File: src/rtl/mem_arbiter.sv
// Two-requester memory arbiter: IFU reads and LSU loads/stores share one downstream port.
// LSU has priority, but IFU is granted after STARVE_LIMIT consecutive LSU grants.
module mem_arbiter #(
    parameter int STARVE_LIMIT = 4
) (
    input  logic        clk,
    input  logic        rst,
    input  logic        ifu_req,
    input  logic [31:0] ifu_addr,
    output logic        ifu_ready,
    output logic        ifu_rvalid,
    output logic [31:0] ifu_rdata,
    input  logic        lsu_req,
    input  logic        lsu_wen,
    input  logic [31:0] lsu_addr,
    input  logic [31:0] lsu_wdata,
    input  logic [3:0]  lsu_wmask,
    output logic        lsu_ready,
    output logic        lsu_rvalid,
    output logic [31:0] lsu_rdata,
    output logic        mem_req,
    output logic        mem_wen,
    output logic [31:0] mem_addr,
    output logic [31:0] mem_wdata,
    output logic [3:0]  mem_wmask,
    input  logic        mem_ready,
    input  logic        mem_rvalid,
    input  logic [31:0] mem_rdata
);

    localparam int CNT_W = $clog2(STARVE_LIMIT + 1);
    localparam logic [CNT_W-1:0] CNT_MAX = CNT_W'(STARVE_LIMIT);

    typedef enum logic [1:0] {IDLE, ISSUE, WAIT, RESP} state_t;

    state_t           state_q, state_d;
    logic             owner_lsu_q, owner_lsu_d;
    logic [CNT_W-1:0] starve_q, starve_d;
    logic             mem_wen_q, mem_wen_d;
    logic [31:0]      mem_addr_q, mem_addr_d;
    logic [31:0]      mem_wdata_q, mem_wdata_d;
    logic [3:0]       mem_wmask_q, mem_wmask_d;
    logic [31:0]      ifu_rdata_q, ifu_rdata_d;
    logic [31:0]      lsu_rdata_q, lsu_rdata_d;
    logic             ifu_grant, lsu_grant;

    always_ff @(posedge clk) begin
        if (rst) begin
            state_q     <= IDLE;
            owner_lsu_q <= 1'b0;
            starve_q    <= '0;
            mem_wen_q   <= 1'b0;
            mem_addr_q  <= '0;
            mem_wdata_q <= '0;
            mem_wmask_q <= '0;
            ifu_rdata_q <= '0;
            lsu_rdata_q <= '0;
        end else begin
            state_q     <= state_d;
            owner_lsu_q <= owner_lsu_d;
            starve_q    <= starve_d;
            mem_wen_q   <= mem_wen_d;
            mem_addr_q  <= mem_addr_d;
            mem_wdata_q <= mem_wdata_d;
            mem_wmask_q <= mem_wmask_d;
            ifu_rdata_q <= ifu_rdata_d;
            lsu_rdata_q <= lsu_rdata_d;
        end
    end

    always_comb begin
        state_d     = state_q;
        owner_lsu_d = owner_lsu_q;
        starve_d    = starve_q;
        mem_wen_d   = mem_wen_q;
        mem_addr_d  = mem_addr_q;
        mem_wdata_d = mem_wdata_q;
        mem_wmask_d = mem_wmask_q;
        ifu_rdata_d = ifu_rdata_q;
        lsu_rdata_d = lsu_rdata_q;
        ifu_grant   = 1'b0;
        lsu_grant   = 1'b0;

        case (state_q)
            IDLE: begin
                ifu_grant = ifu_req && (!lsu_req || (starve_q == CNT_MAX));
                lsu_grant = lsu_req && !ifu_grant;
                if (ifu_grant) begin
                    owner_lsu_d = 1'b0;
                    mem_wen_d   = 1'b0;
                    mem_addr_d  = ifu_addr;
                    mem_wdata_d = '0;
                    mem_wmask_d = '0;
                    starve_d    = '0;
                    state_d     = ISSUE;
                end else if (lsu_grant) begin
                    owner_lsu_d = 1'b1;
                    mem_wen_d   = lsu_wen;
                    mem_addr_d  = lsu_addr;
                    mem_wdata_d = lsu_wen ? lsu_wdata : '0;
                    mem_wmask_d = lsu_wen ? lsu_wmask : '0;
                    if (!ifu_req)
                        starve_d = '0;
                    else if (starve_q != CNT_MAX)
                        starve_d = starve_q + 1'b1;
                    // A store that writes no bytes completes without touching memory.
                    if (lsu_wen && (lsu_wmask == 4'b0000)) begin
                        lsu_rdata_d = '0;
                        state_d     = RESP;
                    end else begin
                        state_d = ISSUE;
                    end
                end
            end
            ISSUE: begin
                if (mem_ready)
                    state_d = WAIT;
            end
            WAIT: begin
                if (mem_rvalid) begin
                    if (owner_lsu_q)
                        lsu_rdata_d = mem_wen_q ? '0 : mem_rdata;
                    else
                        ifu_rdata_d = mem_rdata;
                    state_d = RESP;
                end
            end
            RESP: begin
                state_d = IDLE;
            end
            default: begin
                state_d = IDLE;
            end
        endcase
    end

    // Every output is forced low while reset is held, even before the flops clear.
    always_comb begin
        ifu_ready  = ifu_grant && !rst;
        lsu_ready  = lsu_grant && !rst;
        ifu_rvalid = !rst && (state_q == RESP) && !owner_lsu_q;
        lsu_rvalid = !rst && (state_q == RESP) && owner_lsu_q;
        ifu_rdata  = rst ? '0 : ifu_rdata_q;
        lsu_rdata  = rst ? '0 : lsu_rdata_q;
        mem_req    = !rst && (state_q == ISSUE);
        mem_wen    = rst ? 1'b0 : mem_wen_q;
        mem_addr   = rst ? '0 : mem_addr_q;
        mem_wdata  = rst ? '0 : mem_wdata_q;
        mem_wmask  = rst ? '0 : mem_wmask_q;
    end

endmodule

File: config.mk
export PLATFORM = sky130hd
export DESIGN_NAME = mem_arbiter
export DESIGN_NICKNAME = d
export VERILOG_FILES = /design/src/rtl/mem_arbiter.sv
export SDC_FILE = /design/constraint.sdc
export NUM_CORES = 1
export LEC_CHECK = 0
export BUFFER_PORTS_ARGS = -buffer_cell sky130_fd_sc_hd__buf_2
export CORE_MARGIN = 2
export CORE_UTILIZATION = 39
export CTS_CLUSTER_DIAMETER = 120
export DETAILED_ROUTE_END_ITERATION = 12
export PLACE_DENSITY = 0.7
export SLEW_MARGIN = 20
export SYNTH_ARGS = -nofsm -noshare
export SYNTH_HDL_FRONTEND = slang
export SYNTH_SLANG_ARGS = --single-unit
File: constraint.sdc
create_clock -name clk -period 4.1 [get_ports clk]
set_input_delay 0.41 -clock clk [delete_from_list [all_inputs] [get_ports clk]]
set_output_delay 0.41 -clock clk [all_outputs]
set_load 0.01 [all_outputs]
Word-level counts from Yosys, hierarchy flattened --
Index checks and enable logic that the tools add are counted.
Storage, ports and cells: input bits 139, word-level logic and storage cells 84, flip-flop bits (word level) 139, output and inout port bits 138
Operators by class: reductions and logical operators 23, equality and inequality tests 13, $add $sub $neg 1, muxes and demuxes 37, bitwise logic cells 1
Operators by type and width (count):
- $mux W32 | 15
- $pmux W32 S2 | 1
- $mux W4 | 4
- $mux W3 | 4
- $ne A2 B2 Y1 const B | 6
- $mux W2 | 5
- $logic_and A1 B1 Y1 | 9
- $reduce_and A3 Y1 | 3
- $pmux W2 S4 | 1
- $mux W1 | 7
- $ne A3 B3 Y1 const B | 2
- $reduce_and A6 Y1 | 1
- $eq A2 B2 Y1 const B | 2
- $logic_not A1 Y1 | 4
- $logic_not A4 Y1 | 1
- $reduce_bool A2 Y1 | 2
- $add A3 B1 Y3 const B | 1
- $eq A3 B3 Y1 const B | 1
- $ne A3 B1 Y1 const B | 1
- $eq A2 B1 Y1 const B | 1
- $logic_not A2 Y1 | 1
- $reduce_and A2 Y1 | 1
- $logic_or A1 B1 Y1 | 1
- $not A1 Y1 | 1

Logic depth before layout (Yosys ltp) --
depth in word-level cells 8, depth in mapped cells 8, gate-level depth less buffers 6

Least setup slack after synthesis --
No wires, ideal clock.
kind reg2reg, start point register state_q[0], end point register lsu_rdata_q[10], cell stages (with the launch flop) 8, path slack 2.322 ns, path buffers 1, library setup time 0.121 ns, arrival 1.657 ns, cells stage by stage dfxtp_1 inv_1 ha_1 and2_1 a41oi_2 a21oi_4 buf_12 mux2_4
Between the ends: word-level cells in the longest chain between the ends 3, elaborated cells on any way between the ends 10, those cells by class 6 x eq/ne; 1 x mux; 3 x reduce/logical
RTL lines:
- start: declaration | line 36 | state_t state_q, state_d;
- start signal: assignment | line 59 | state_q <= state_d;
- $eq A2 B2 Y1 / $logic_not A2 Y1 (equally long branches) | line 84 | case (state_q)
- $ne A2 B2 Y1 (no line) / $reduce_bool A2 Y1 (equally long branches)
- $reduce_and A6 Y1 (no line)
- end signal: assignment | line 67 | lsu_rdata_q <= lsu_rdata_d;
- end: declaration | line 44 | logic [31:0] lsu_rdata_q, lsu_rdata_d;
Parallel ways exist; a longest one is shown, timed or not. A chain may end at the register's enable or synchronous reset.

Worst setup path after layout --
start point input rst, end point output lsu_rdata[1]
Between the ends: word-level cells in the longest chain between the ends 1
RTL lines:
- start: declaration | line 7 | input logic rst,
- $mux W32 | line 144 | lsu_rdata = rst ? '0 : lsu_rdata_q;
- end: declaration | line 20 | output logic [31:0] lsu_rdata,
Every way passes these cells.

==> results.toml <==
[detailed_routing]
viasPerCell = 4.57
first_iter_violations = 235
wirelength_mm = 16.2
route.detailed.drc = 0
route.vias.total = 5295
antenna_left = 0
wl_per_cell_um = 14.0
firstDrtPassIters = 4

[cells_and_area]
fillers = 1541
nets = 1073
drive_gt1_share_pct = 37.6
synthToLayoutAreaGrowth_pct = 33.5

[outcome]
status = "complete, no violations"

[clock_tree]
clk_latency_ps = 410
cts.sinks = 139
cts_made_buffers = 17
postCtsSetupBuffers = 0
clkTransAtPathRegs_ps = 60
clock_path_buffers = 2
cts-hold-fix-buffers = 0
ctsResizeCount = 0
cts_root_buf = "clkbuf_16"
htree_num_levels = 4
cts_tree = "yes"

[power_and_ir_drop]
p_leak_nw = 4.10
p_sw_w = 0.00125
switching_share_pct = 29.5
combPwrFrac_pct = 23.9
p_int_w = 0.00299
seq_power_share_pct = 37.5
clock_power_share_pct = 38.5
powerDensity_nw_per_um2 = 504
worst_ir_drop_vdd_uv = 328

[synth]
synth_edf_count = 0
yosys.area.top_type = "dfxtp_1"
synth_top_area_share_pct = 44.2
synth-simple-area-share_pct = 25.1
synth_fa_ha_area_share_pct = 1.39
synth_nets = 819
ys_seq_area_share_pct = 44.2
yosysMostFrequentCell = "dfxtp_1"
ys_ff_latch = 139
syn_inst = 673
syn_area_um2 = 6300
synthFlopType = "dfxtp_1"
synth_mux_area_share_pct = 12.8
synth_compound_area_share_pct = 11.7
async_reset_ff_share_pct = 0
synthXorXnorAreaFrac_pct = 0
ys.warnings.count = 0
synth_area_per_cell_um2 = 9.36
ys_types = 42
yosys-top-cells-area = "dfxtp_1 (44%), nor2b_1 (13%), mux2_4 (7.1%)"
synth_top_family_by_area = "simple AND/OR/NAND/NOR gates"
synth_commonest_cells = "dfxtp_1 (139), nor2b_1 (135), nand2_1 (101)"

[die]
die_area_um2 = 17200
die_width_um = 131
die_y_um = 131
initial_core_util_pct = 39.8
core_region_area_um2 = 15800
pin_count = 277
rows = 46

[sta]
worst_slack_ps = 1600
worst_pin_slew_ps = 807
slew_violations = 0
tns_ps = 0
rsz0062_at_grt = "false"
relSlewSlack_pct = 46.2
hold_viol = 0
fin_worst_skew_ps = 11.9
max_clock_freq_mhz = 399
setup_viol = 0
finalCritPeriodShare_pct = 61.1
period_minus_slack_ps = 2500

[setup_path]
required_ps = 3690
critical_path.top_delay_family = "buffers and inverters"
end_kind = "output pin"
worstSetupPathType = "input port to output pin"
rr_worst_depth = 7
worst_path_largest_cell_delay_ps = 710
slowest_stage = "buf_4"
cp_max_fo = 107
crit_cells = 4
crit_buf_inv = 3
r2r_slack_ps = 1810
arrival_ps = 2090
start_kind = "input port"
crit_chain = "buf_6 -> buf_4 -> nor2b_1 -> buf_2"

[placement]
dp_slack_ps = 1580
hpwl_mm = 11.2
io_buffer_count = 276
gp_congestion = 0.754

[min_path]
holdPathStages = 2
hold_path.class = "input port to flip-flop"

[grt]
antenna_found_initial = 0
grt_pass1_wl_mm = 23.9
grtUsageTotal_pct = 17.9
grt_overflow_total = 0
grt_max_degree = 108
grt_pass1_vias = 4818

[job]
maxCapViolCount = 0
-- layer usage --
| layer | global-route usage (%) | routed length [µm] | up-vias | part of all wire [%] |
|---|---|---|---|---|
| li1 | - | - | 2735 | - |
| met5 | 0 | 0 | - | 0 |
| met1 | 22.2 | 7210 | 2365 | 44 |
| met4 | 4.44 | 104 | 0 | 0.64 |
| met3 | 5.88 | 1260 | 8 | 7.8 |
| met2 | 30.1 | 7640 | 187 | 47 |
-- flip-flops by register name, summed over array words and instances (netlist names) --
name,flops
state_q,2
lsu_rdata_q,32
starve_q,3
mem_wmask_q,4
mem_wdata_q,32
mem_wen_q,1
owner_lsu_q,1
ifu_rdata_q,32
mem_addr_q,32
-- cells by family after synthesis --
| kind of cell | count (synthesis) |
|---|---|
| mux | 65 |
| buf+inv | 56 |
| compound gates | 111 |
| fa+ha+maj | 7 |
| simple gates | 295 |
| flops | 139 |
-- cell type report --
type                            instances  area [µm²]  share of cell area (%)
Timing Repair Buffer                  285        1470                    17.4
Inverter                                6        22.5                   0.268
Clock buffer                           20         447                    5.31
Sequential cell                       139        2780                    33.1
Clock inverter                         12         188                    2.23
Tap cell                              216         270                    3.21
Multi-Input combinational cell        478        3230                    38.4
Antenna cell                            2        5.00                  0.0595
-- metrics by stage --
| step | hold WS (ps) | util, % | cell area (µm²) | power (W) | cells |
|---|---|---|---|---|---|
| floorplan | 432 | - | 6300 | 0.00233 | 673 |
| global placement | 439 | 48.9 | 7750 | 0.00262 | 1122 |
| detailed placement | 442 | 48.9 | 7750 | 0.00264 | 1122 |
| CTS | 184 | 52.9 | 8380 | 0.00430 | 1154 |
| global route | 182 | 53.1 | 8410 | 0.00447 | 1156 |
| finish | 203 | 53.1 | 8410 | 0.00424 | 1158 |
-- worst paths after layout --
path	startpoint	endpoint
setup / recovery	rst	lsu_rdata[1]
hold / removal	lsu_wdata[20]	mem_wdata_q[20]
hold reg to reg	ifu_rdata_q[0]	ifu_rdata_q[0]
setup reg to reg	state_q[0]	lsu_rdata_q[3]
-- power groups by stage --
stage          Sequential [W]  Clock [W]  Combinational [W]
6_report              0.00159    0.00164            0.00102
2_1_floorplan         0.00160          0           0.000733
3_5_place_dp          0.00162          0            0.00102
3_3_place_gp          0.00162          0            0.00100
5_1_grt               0.00161    0.00174            0.00112
4_1_cts               0.00159    0.00168            0.00102
-- cell usage in the layout, fill, tap and decap left out, types with 2 or more instances in the layout --
cell	count
o21ai_1	27
dfxtp_1	139
inv_6	2
and2_1	33
or2_1	2
clkbuf_16	17
mux2_4	30
buf_4	7
nand3b_1	2
o21ai_0	5
and3_1	2
bufinv_16	4
ha_1	7
nor2_1	10
a22o_1	36
buf_2	275
clkbuf_1	2
diode_2	2
nor2b_1	135
clkinv_4	4
buf_6	2
a21oi_1	33
nand2_1	101
mux2_1	2
mux2i_1	33
clkinvlp_4	2
inv_1	6
Note: power is estimated with default switching activity, not from simulation.
